File: src/rtl/seg_pkg.sv
// Shared types for the four-digit multiplexed display scanner.
package seg_pkg;

  localparam int NUM_DIGITS = 4;

  typedef enum logic [1:0] {
    ST_IDLE  = 2'd0,
    ST_BLANK = 2'd1,
    ST_ON    = 2'd2
  } seg_state_e;

  // A digit above 0 goes dark when it and every digit to its left carry no nibble and no dp.
  function automatic logic lz_suppress(input logic [15:0] val, input logic [3:0] dpv,
                                       input logic [1:0] idx);
    logic dark;
    dark = (idx != 2'd0);
    for (int i = 1; i < NUM_DIGITS; i++) begin
      if (i >= int'(idx) && (val[4*i +: 4] != 4'd0 || dpv[i])) dark = 1'b0;
    end
    return dark;
  endfunction

endpackage

File: src/rtl/seg_slot_timer.sv
// Per-digit slot counter; strobes describe what the coming clock edge does.
module seg_slot_timer #(
  parameter int DIV   = 1000,
  parameter int BLANK = 50,
  localparam int CW   = $clog2(DIV)
) (
  input  logic          clk,
  input  logic          rst_n,
  input  logic          clr_i,
  output logic [CW-1:0] cnt_o,
  output logic          slot_start_o,
  output logic          blank_end_o,
  output logic          slot_end_o
);

  localparam logic [CW-1:0] LAST   = CW'(DIV - 1);
  localparam int            BE_INT = (BLANK > 0) ? BLANK - 1 : 0;
  localparam logic [CW-1:0] BE     = CW'(BE_INT);

  logic [CW-1:0] cnt_q, cnt_d;

  always_comb begin
    cnt_d = cnt_q + CW'(1);
    if (clr_i || cnt_q == LAST) cnt_d = '0;
  end

  always_ff @(posedge clk or negedge rst_n) begin
    if (!rst_n) cnt_q <= '0;
    else        cnt_q <= cnt_d;
  end

  assign cnt_o        = cnt_q;
  assign slot_start_o = clr_i || cnt_q == LAST;
  assign slot_end_o   = !clr_i && cnt_q == LAST;
  assign blank_end_o  = !clr_i && (BLANK > 0) && cnt_q == BE;

endmodule

File: src/rtl/seg_scan4.sv
// Four-digit display scanner: time-multiplexes nibble/dp/digit-enable with an anti-ghost blank.
//  state    | meaning
//  ST_IDLE  | en low, all digits dark, count and index held at 0
//  ST_BLANK | first BLANK cycles of a slot, digit dark
//  ST_ON    | remainder of the slot, digit lit unless suppressed
module seg_scan4 #(
  parameter int DIV   = 1000,
  parameter int BLANK = 50
) (
  input  logic        clk,
  input  logic        rst_n,
  input  logic        en,
  input  logic [15:0] value,
  input  logic [3:0]  dp_in,
  input  logic        load,
  input  logic        lzb,
  output logic [3:0]  nibble,
  output logic        dp,
  output logic [3:0]  dig_en,
  output logic        frame_done
);
  import seg_pkg::*;

  localparam int            CW       = $clog2(DIV);
  localparam logic [CW-1:0] PRE_LAST = CW'(DIV - 2);
  localparam seg_state_e    ENTRY_ST = (BLANK == 0) ? ST_ON : ST_BLANK;

  // Reset asserts immediately but releases two edges after rst_n rises.
  logic rst_s1_q, rst_s2_q, rst_int_n;

  always_ff @(posedge clk or negedge rst_n) begin
    if (!rst_n) begin
      rst_s1_q <= 1'b0;
      rst_s2_q <= 1'b0;
    end else begin
      rst_s1_q <= 1'b1;
      rst_s2_q <= rst_s1_q;
    end
  end

  assign rst_int_n = rst_s2_q;

  seg_state_e    state_q, state_d;
  logic [1:0]    idx_q, idx_d;
  logic [15:0]   act_val_q, act_val_d, pend_val_q, pend_val_d;
  logic [3:0]    act_dp_q, act_dp_d, pend_dp_q, pend_dp_d;
  logic          pend_vld_q, pend_vld_d;
  logic [3:0]    nibble_q, nibble_d;
  logic          dp_q, dp_d;
  logic [3:0]    dig_en_q, dig_en_d;
  logic          supp_q, supp_d;
  logic          frame_q, frame_d;
  logic          timer_clr, slot_start, blank_end, slot_end, xfer;
  logic [CW-1:0] cnt;

  assign timer_clr = !en || state_q == ST_IDLE;

  seg_slot_timer #(.DIV(DIV), .BLANK(BLANK)) u_timer (
    .clk          (clk),
    .rst_n        (rst_int_n),
    .clr_i        (timer_clr),
    .cnt_o        (cnt),
    .slot_start_o (slot_start),
    .blank_end_o  (blank_end),
    .slot_end_o   (slot_end)
  );

  always_comb begin
    state_d = state_q;
    idx_d   = idx_q;
    if (!en) begin
      state_d = ST_IDLE;
      idx_d   = 2'd0;
    end else if (state_q == ST_IDLE) begin
      state_d = ENTRY_ST;
      idx_d   = 2'd0;
    end else if (slot_end) begin
      state_d = ENTRY_ST;
      idx_d   = idx_q + 2'd1;
    end else if (blank_end) begin
      state_d = ST_ON;
    end
    frame_d = en && state_q != ST_IDLE && idx_q == 2'd3 && cnt == PRE_LAST;
  end

  // Loads park in pending unless this edge is a frame boundary or the scanner is idle.
  assign xfer = frame_q || state_q == ST_IDLE;

  always_comb begin
    act_val_d  = act_val_q;
    act_dp_d   = act_dp_q;
    pend_val_d = pend_val_q;
    pend_dp_d  = pend_dp_q;
    pend_vld_d = pend_vld_q;
    if (load) begin
      pend_val_d = value;
      pend_dp_d  = dp_in;
    end
    if (load && xfer) begin
      act_val_d  = value;
      act_dp_d   = dp_in;
      pend_vld_d = 1'b0;
    end else if (load) begin
      pend_vld_d = 1'b1;
    end else if (xfer && pend_vld_q) begin
      act_val_d  = pend_val_q;
      act_dp_d   = pend_dp_q;
      pend_vld_d = 1'b0;
    end
  end

  always_comb begin
    nibble_d = nibble_q;
    dp_d     = dp_q;
    supp_d   = supp_q;
    if (state_d == ST_IDLE) begin
      nibble_d = 4'd0;
      dp_d     = 1'b0;
      supp_d   = 1'b0;
    end else if (slot_start) begin
      nibble_d = act_val_d[{idx_d, 2'b00} +: 4];
      dp_d     = act_dp_d[idx_d];
      supp_d   = lzb && lz_suppress(act_val_d, act_dp_d, idx_d);
    end
    dig_en_d = (state_d == ST_ON && !supp_d) ? (4'b0001 << idx_d) : 4'b0000;
  end

  always_ff @(posedge clk or negedge rst_int_n) begin
    if (!rst_int_n) begin
      state_q    <= ST_IDLE;
      idx_q      <= 2'd0;
      act_val_q  <= 16'd0;
      act_dp_q   <= 4'd0;
      pend_val_q <= 16'd0;
      pend_dp_q  <= 4'd0;
      pend_vld_q <= 1'b0;
      nibble_q   <= 4'd0;
      dp_q       <= 1'b0;
      dig_en_q   <= 4'd0;
      supp_q     <= 1'b0;
      frame_q    <= 1'b0;
    end else begin
      state_q    <= state_d;
      idx_q      <= idx_d;
      act_val_q  <= act_val_d;
      act_dp_q   <= act_dp_d;
      pend_val_q <= pend_val_d;
      pend_dp_q  <= pend_dp_d;
      pend_vld_q <= pend_vld_d;
      nibble_q   <= nibble_d;
      dp_q       <= dp_d;
      dig_en_q   <= dig_en_d;
      supp_q     <= supp_d;
      frame_q    <= frame_d;
    end
  end

  assign nibble     = nibble_q;
  assign dp         = dp_q;
  assign dig_en     = dig_en_q;
  assign frame_done = frame_q;

endmodule

File: config.mk
export PLATFORM = sky130hd
export DESIGN_NAME = seg_scan4
export DESIGN_NICKNAME = d
export VERILOG_FILES = /design/src/rtl/seg_pkg.sv /design/src/rtl/seg_slot_timer.sv /design/src/rtl/seg_scan4.sv
export SDC_FILE = /design/constraint.sdc
export NUM_CORES = 1
export LEC_CHECK = 0
export CORE_MARGIN = 1.5
export CORE_UTILIZATION = 50
export CTS_CLUSTER_DIAMETER = 40
export CTS_CLUSTER_SIZE = 10
export DETAILED_ROUTE_END_ITERATION = 16
export GPL_TIMING_DRIVEN = 1
export PLACE_DENSITY = 0.76
export SLEW_MARGIN = 5
export SYNTH_ARGS = -nofsm -noshare
export SYNTH_HDL_FRONTEND = slang
export SYNTH_SLANG_ARGS = --single-unit
File: constraint.sdc
create_clock -name clk -period 2.7 [get_ports clk]
set_clock_uncertainty 0.05 [all_clocks]
set_input_delay 0.27 -clock clk [delete_from_list [all_inputs] [get_ports clk]]
set_output_delay 0.27 -clock clk [all_outputs]
set_load 0.005 [all_outputs]
==> impl_metrics.yaml <==
floorplanning:
  die_w_um: 83.7
  fp.coreArea_mm2: 0.00631
  ios: 35
  start_util_pct: 51.6
  die_y_um: 83.7
  rows: 29
  die_area_mm2: 0.00701
clocking:
  cts.sinks: 68
  numCtsBuffers: 9
  cts_resized: 0
  root_buffer: "clkbuf_8"
  cts_buffer_depth: 2
  cts_tree: "yes"
  clk_pin_slew_worst_paths_ns: 0.07
  post_cts_buffers: 0
  clock_latency_ns: 0.35
  h-tree-depth: 3
  ctsHoldBuffers: 0
grt:
  grt_max_degree: 36
  grt_pass1_vias: 2513
  antenna_found_initial: 0
  grtUsageTotal_pct: 21.5
  globalRoute.totalOverflow: 0
  grt_pass1_wl_um: 11800
routing:
  wl_met1_um: 3270
  wl_met3_um: 397
  dr_wl_met2_um: 3280
  post_drt_via_cell_ratio: 5.77
  wl_um: 7080
  wl_per_cell_um: 16.0
  postRouteAntennaNets: 0
  drt-initial-drc-count: 143
  dr.pass1.iters: 5
  routed-via-count: 2552
  routed.top_layer: "met4"
  drcViolationCount: 0
worst_setup_path:
  r2r-end: "nibble[0]"
  crit_start: "u_timer.cnt_o[0]"
  path_max_fanout: 8
  setup.worst_path.start_class: "register"
  critPathKind: "register to register"
  ff2ff_path_depth: 7
  crit_path_max_incr_delay_ns: 0.43
  slowest_stage: "dfrtp_1"
  cp_data_required_time_ns: 2.88
  arrival_ns: 2.55
  worstSetupEndpoint: "nibble[0]"
  critPathCaptureType: "register"
  ff2ff_setup_slack_ns: 0.33
  r2r-start: "u_timer.cnt_o[0]"
  cp_cell_sequence: "ha_1 > inv_1 > o31a_1 > o21ai_2 > mux2i_1 > nor2_1 > a221o_1"
yosys:
  synth_top_family_by_area: "simple AND/OR/NAND/NOR gates"
  synth_nets: 352
  synth-async-reset-ratio_pct: 100
  ys_seq_elements: 68
  avgSynthCellArea_um2: 10.1
  yosysSeqAreaShare_pct: 52.2
  syn_inst: 323
  synth_compound_area_share_pct: 16.3
  synthAdderAreaFrac_pct: 1.54
  synth-simple-area-share_pct: 18.2
  yosysWarnings: 0
  synth-edff-count: 0
  synth_area_mm2: 0.00326
  synth_mux_area_share_pct: 5.65
  synth_flop_cell: "dfrtp_1"
  synthDistinctLibCells: 53
  synthXorXnorAreaFrac_pct: 1.61
min_path:
  hp-class: "input port to asynchronous set/reset pin"
timing:
  grt_setup_unrepaired: "no"
  min_period_over_period_pct: 87.9
  hold_viol_final: 0
  setup_violations: 0
  clock.fmax_ghz: 0.421
  period_minus_slack_ns: 2.37
  worst_pin_slew_ns: 0.848
  slew_headroom_pct: 43.2
  fin_hold_ws_ns: 0.0343
  slew_viol_final: 0
  fin_setup_tns_ns: 0
status:
  outcome: "completed"
pwr:
  pwr-share-clk_pct: 40.0
  p_int_mw: 1.84
  p_per_area_mw_per_mm2: 623
  finalPower_mw: 2.44
  peakVddDrop_uv: 399
  p_leak_nw: 1.71
  p_sw_mw: 0.601
  power_frac_comb_pct: 12.9
  seqPwrFrac_pct: 47.1
  swShare_pct: 24.6
final_layout:
  drive_gt1_share_pct: 13.2
  diodes: 0
  areaGrowthSynthToFinish_pct: 20.4
  mostFrequentLayoutCells: "dfrtp_1, clkdlybuf4s50_1, nor2_1"
  final_common_cell: "dfrtp_1"
  num-nets-final: 389
  fin_util_pct: 62.1
  final.fill_count: 532
  layout.cells.non_filler: 442
place:
  gp_congestion: 0.895
  place_inst: 426
  hpwl_um: 5030
  io_buffers: 34
run:
  cap_viol_max_count: 0
-- critical path, delay by kind of cell (launching register included) --
kind / cells / cell delay (ns)
compound gates: 3 / 1.01
flops: 1 / 0.43
fa+ha+maj: 1 / 0.37
mux: 1 / 0.25
buf+inv: 1 / 0.10
simple gates: 1 / 0.06
-- per-stage QoR --
stage                     setup slack [ns]  instance area (um2)
after detailed placement             0.332                 3690
after global placement               0.445                 3690
after global routing                 0.127                 3920
after CTS                            0.323                 3920
after floorplan                      0.606                 3260
final                                0.327                 3920
-- area by class of cell --
type                    count  area, um2  area share (%)
inverters                  19       71.3            1.82
clock buffers              12        165            4.21
repair buffers             43        403            10.3
flip-flops and latches     68       1700            43.4
clock inverters             4       70.1            1.79
well taps                  77       96.3            2.46
multi-input cells         219       1410            36.0
-- worst min path at each step --
stage                         start              to  slack, ns  depth (start not counted)
after floorplan               rst_n       rst_int_n      -0.08                          0
after global placement    rst_int_n  pend_val_q[10]       0.14                          0
after detailed placement  rst_int_n   pend_val_q[9]       0.14                          0
after CTS                     rst_n        rst_s1_q       0.03                          1
after global routing          rst_n        rst_s1_q       0.04                          1
final                         rst_n       rst_int_n       0.03                          1
-- power by group through the flow --
stage	Combinational (mW)	Sequential (mW)	Clock (mW)
after floorplan	0.187	1.17	0
after global placement	0.304	1.17	0
after global routing	0.351	1.16	1.02
after detailed placement	0.312	1.17	0
final	0.314	1.15	0.978
after CTS	0.314	1.15	0.986
-- logic make-up after synthesis --
group / count (synthesis)
multiplexers: 17
AO/OA/AOI/OAI: 76
buffers and inverters: 36
AND/OR/NAND/NOR: 115
other: 1
adder cells (fa/ha/maj): 4
XOR/XNOR: 6
flip-flops: 68
-- state kept, by name, summed over array words and instances (netlist names) --
name           flops
dp                 1
frame_done         1
act_dp_q           4
state_q            2
u_timer.cnt_o     10
dig_en             4
pend_val_q        16
rst_s1_q           1
pend_dp_q          4
nibble             4
pend_vld_q         1
act_val_q         16
supp_q             1
rst_int_n          1
idx_q              2
-- per-layer routing --
metal / GRT usage [%] / up-vias
met3: 5.54 / 13
met1: 28.7 / 1226
met4: 9.69 / 0
li1: - / 1236
met2: 33.1 / 77
met5: 0 / -
-- cells in the mapped netlist (2+ instances only) --
cell type  number  area, um2
a21o_1          2       15.0
a21oi_1         8       40.0
a221o_1         4       40.0
a22oi_1         3       22.5
a31oi_1         7       43.8
a32oi_1         4       35.0
and3_1          3       18.8
buf_1           2       7.51
buf_2           5       25.0
clkbuf_1       10       37.5
dfrtp_1        68       1700
ha_1            4       50.1
inv_1          19       71.3
mux2_1          2       22.5
mux2_2          9        101
mux2i_1         6       60.1
nand2_1        23       86.3
nand2b_1        3       18.8
nand3_1        25        125
nand3b_1        5       37.5
nand4_1         2       12.5
nor2_1         30        113
nor2b_1         6       37.5
nor3_1          3       15.0
nor4_1          3       18.8
o211ai_1        7       52.6
o21ai_0        19       95.1
o21ai_1         7       35.0
o221a_2         4       45.0
or3_1           3       18.8
xnor2_1         2       17.5
xor2_1          4       35.0
Power figures use the tool's default switching activity.
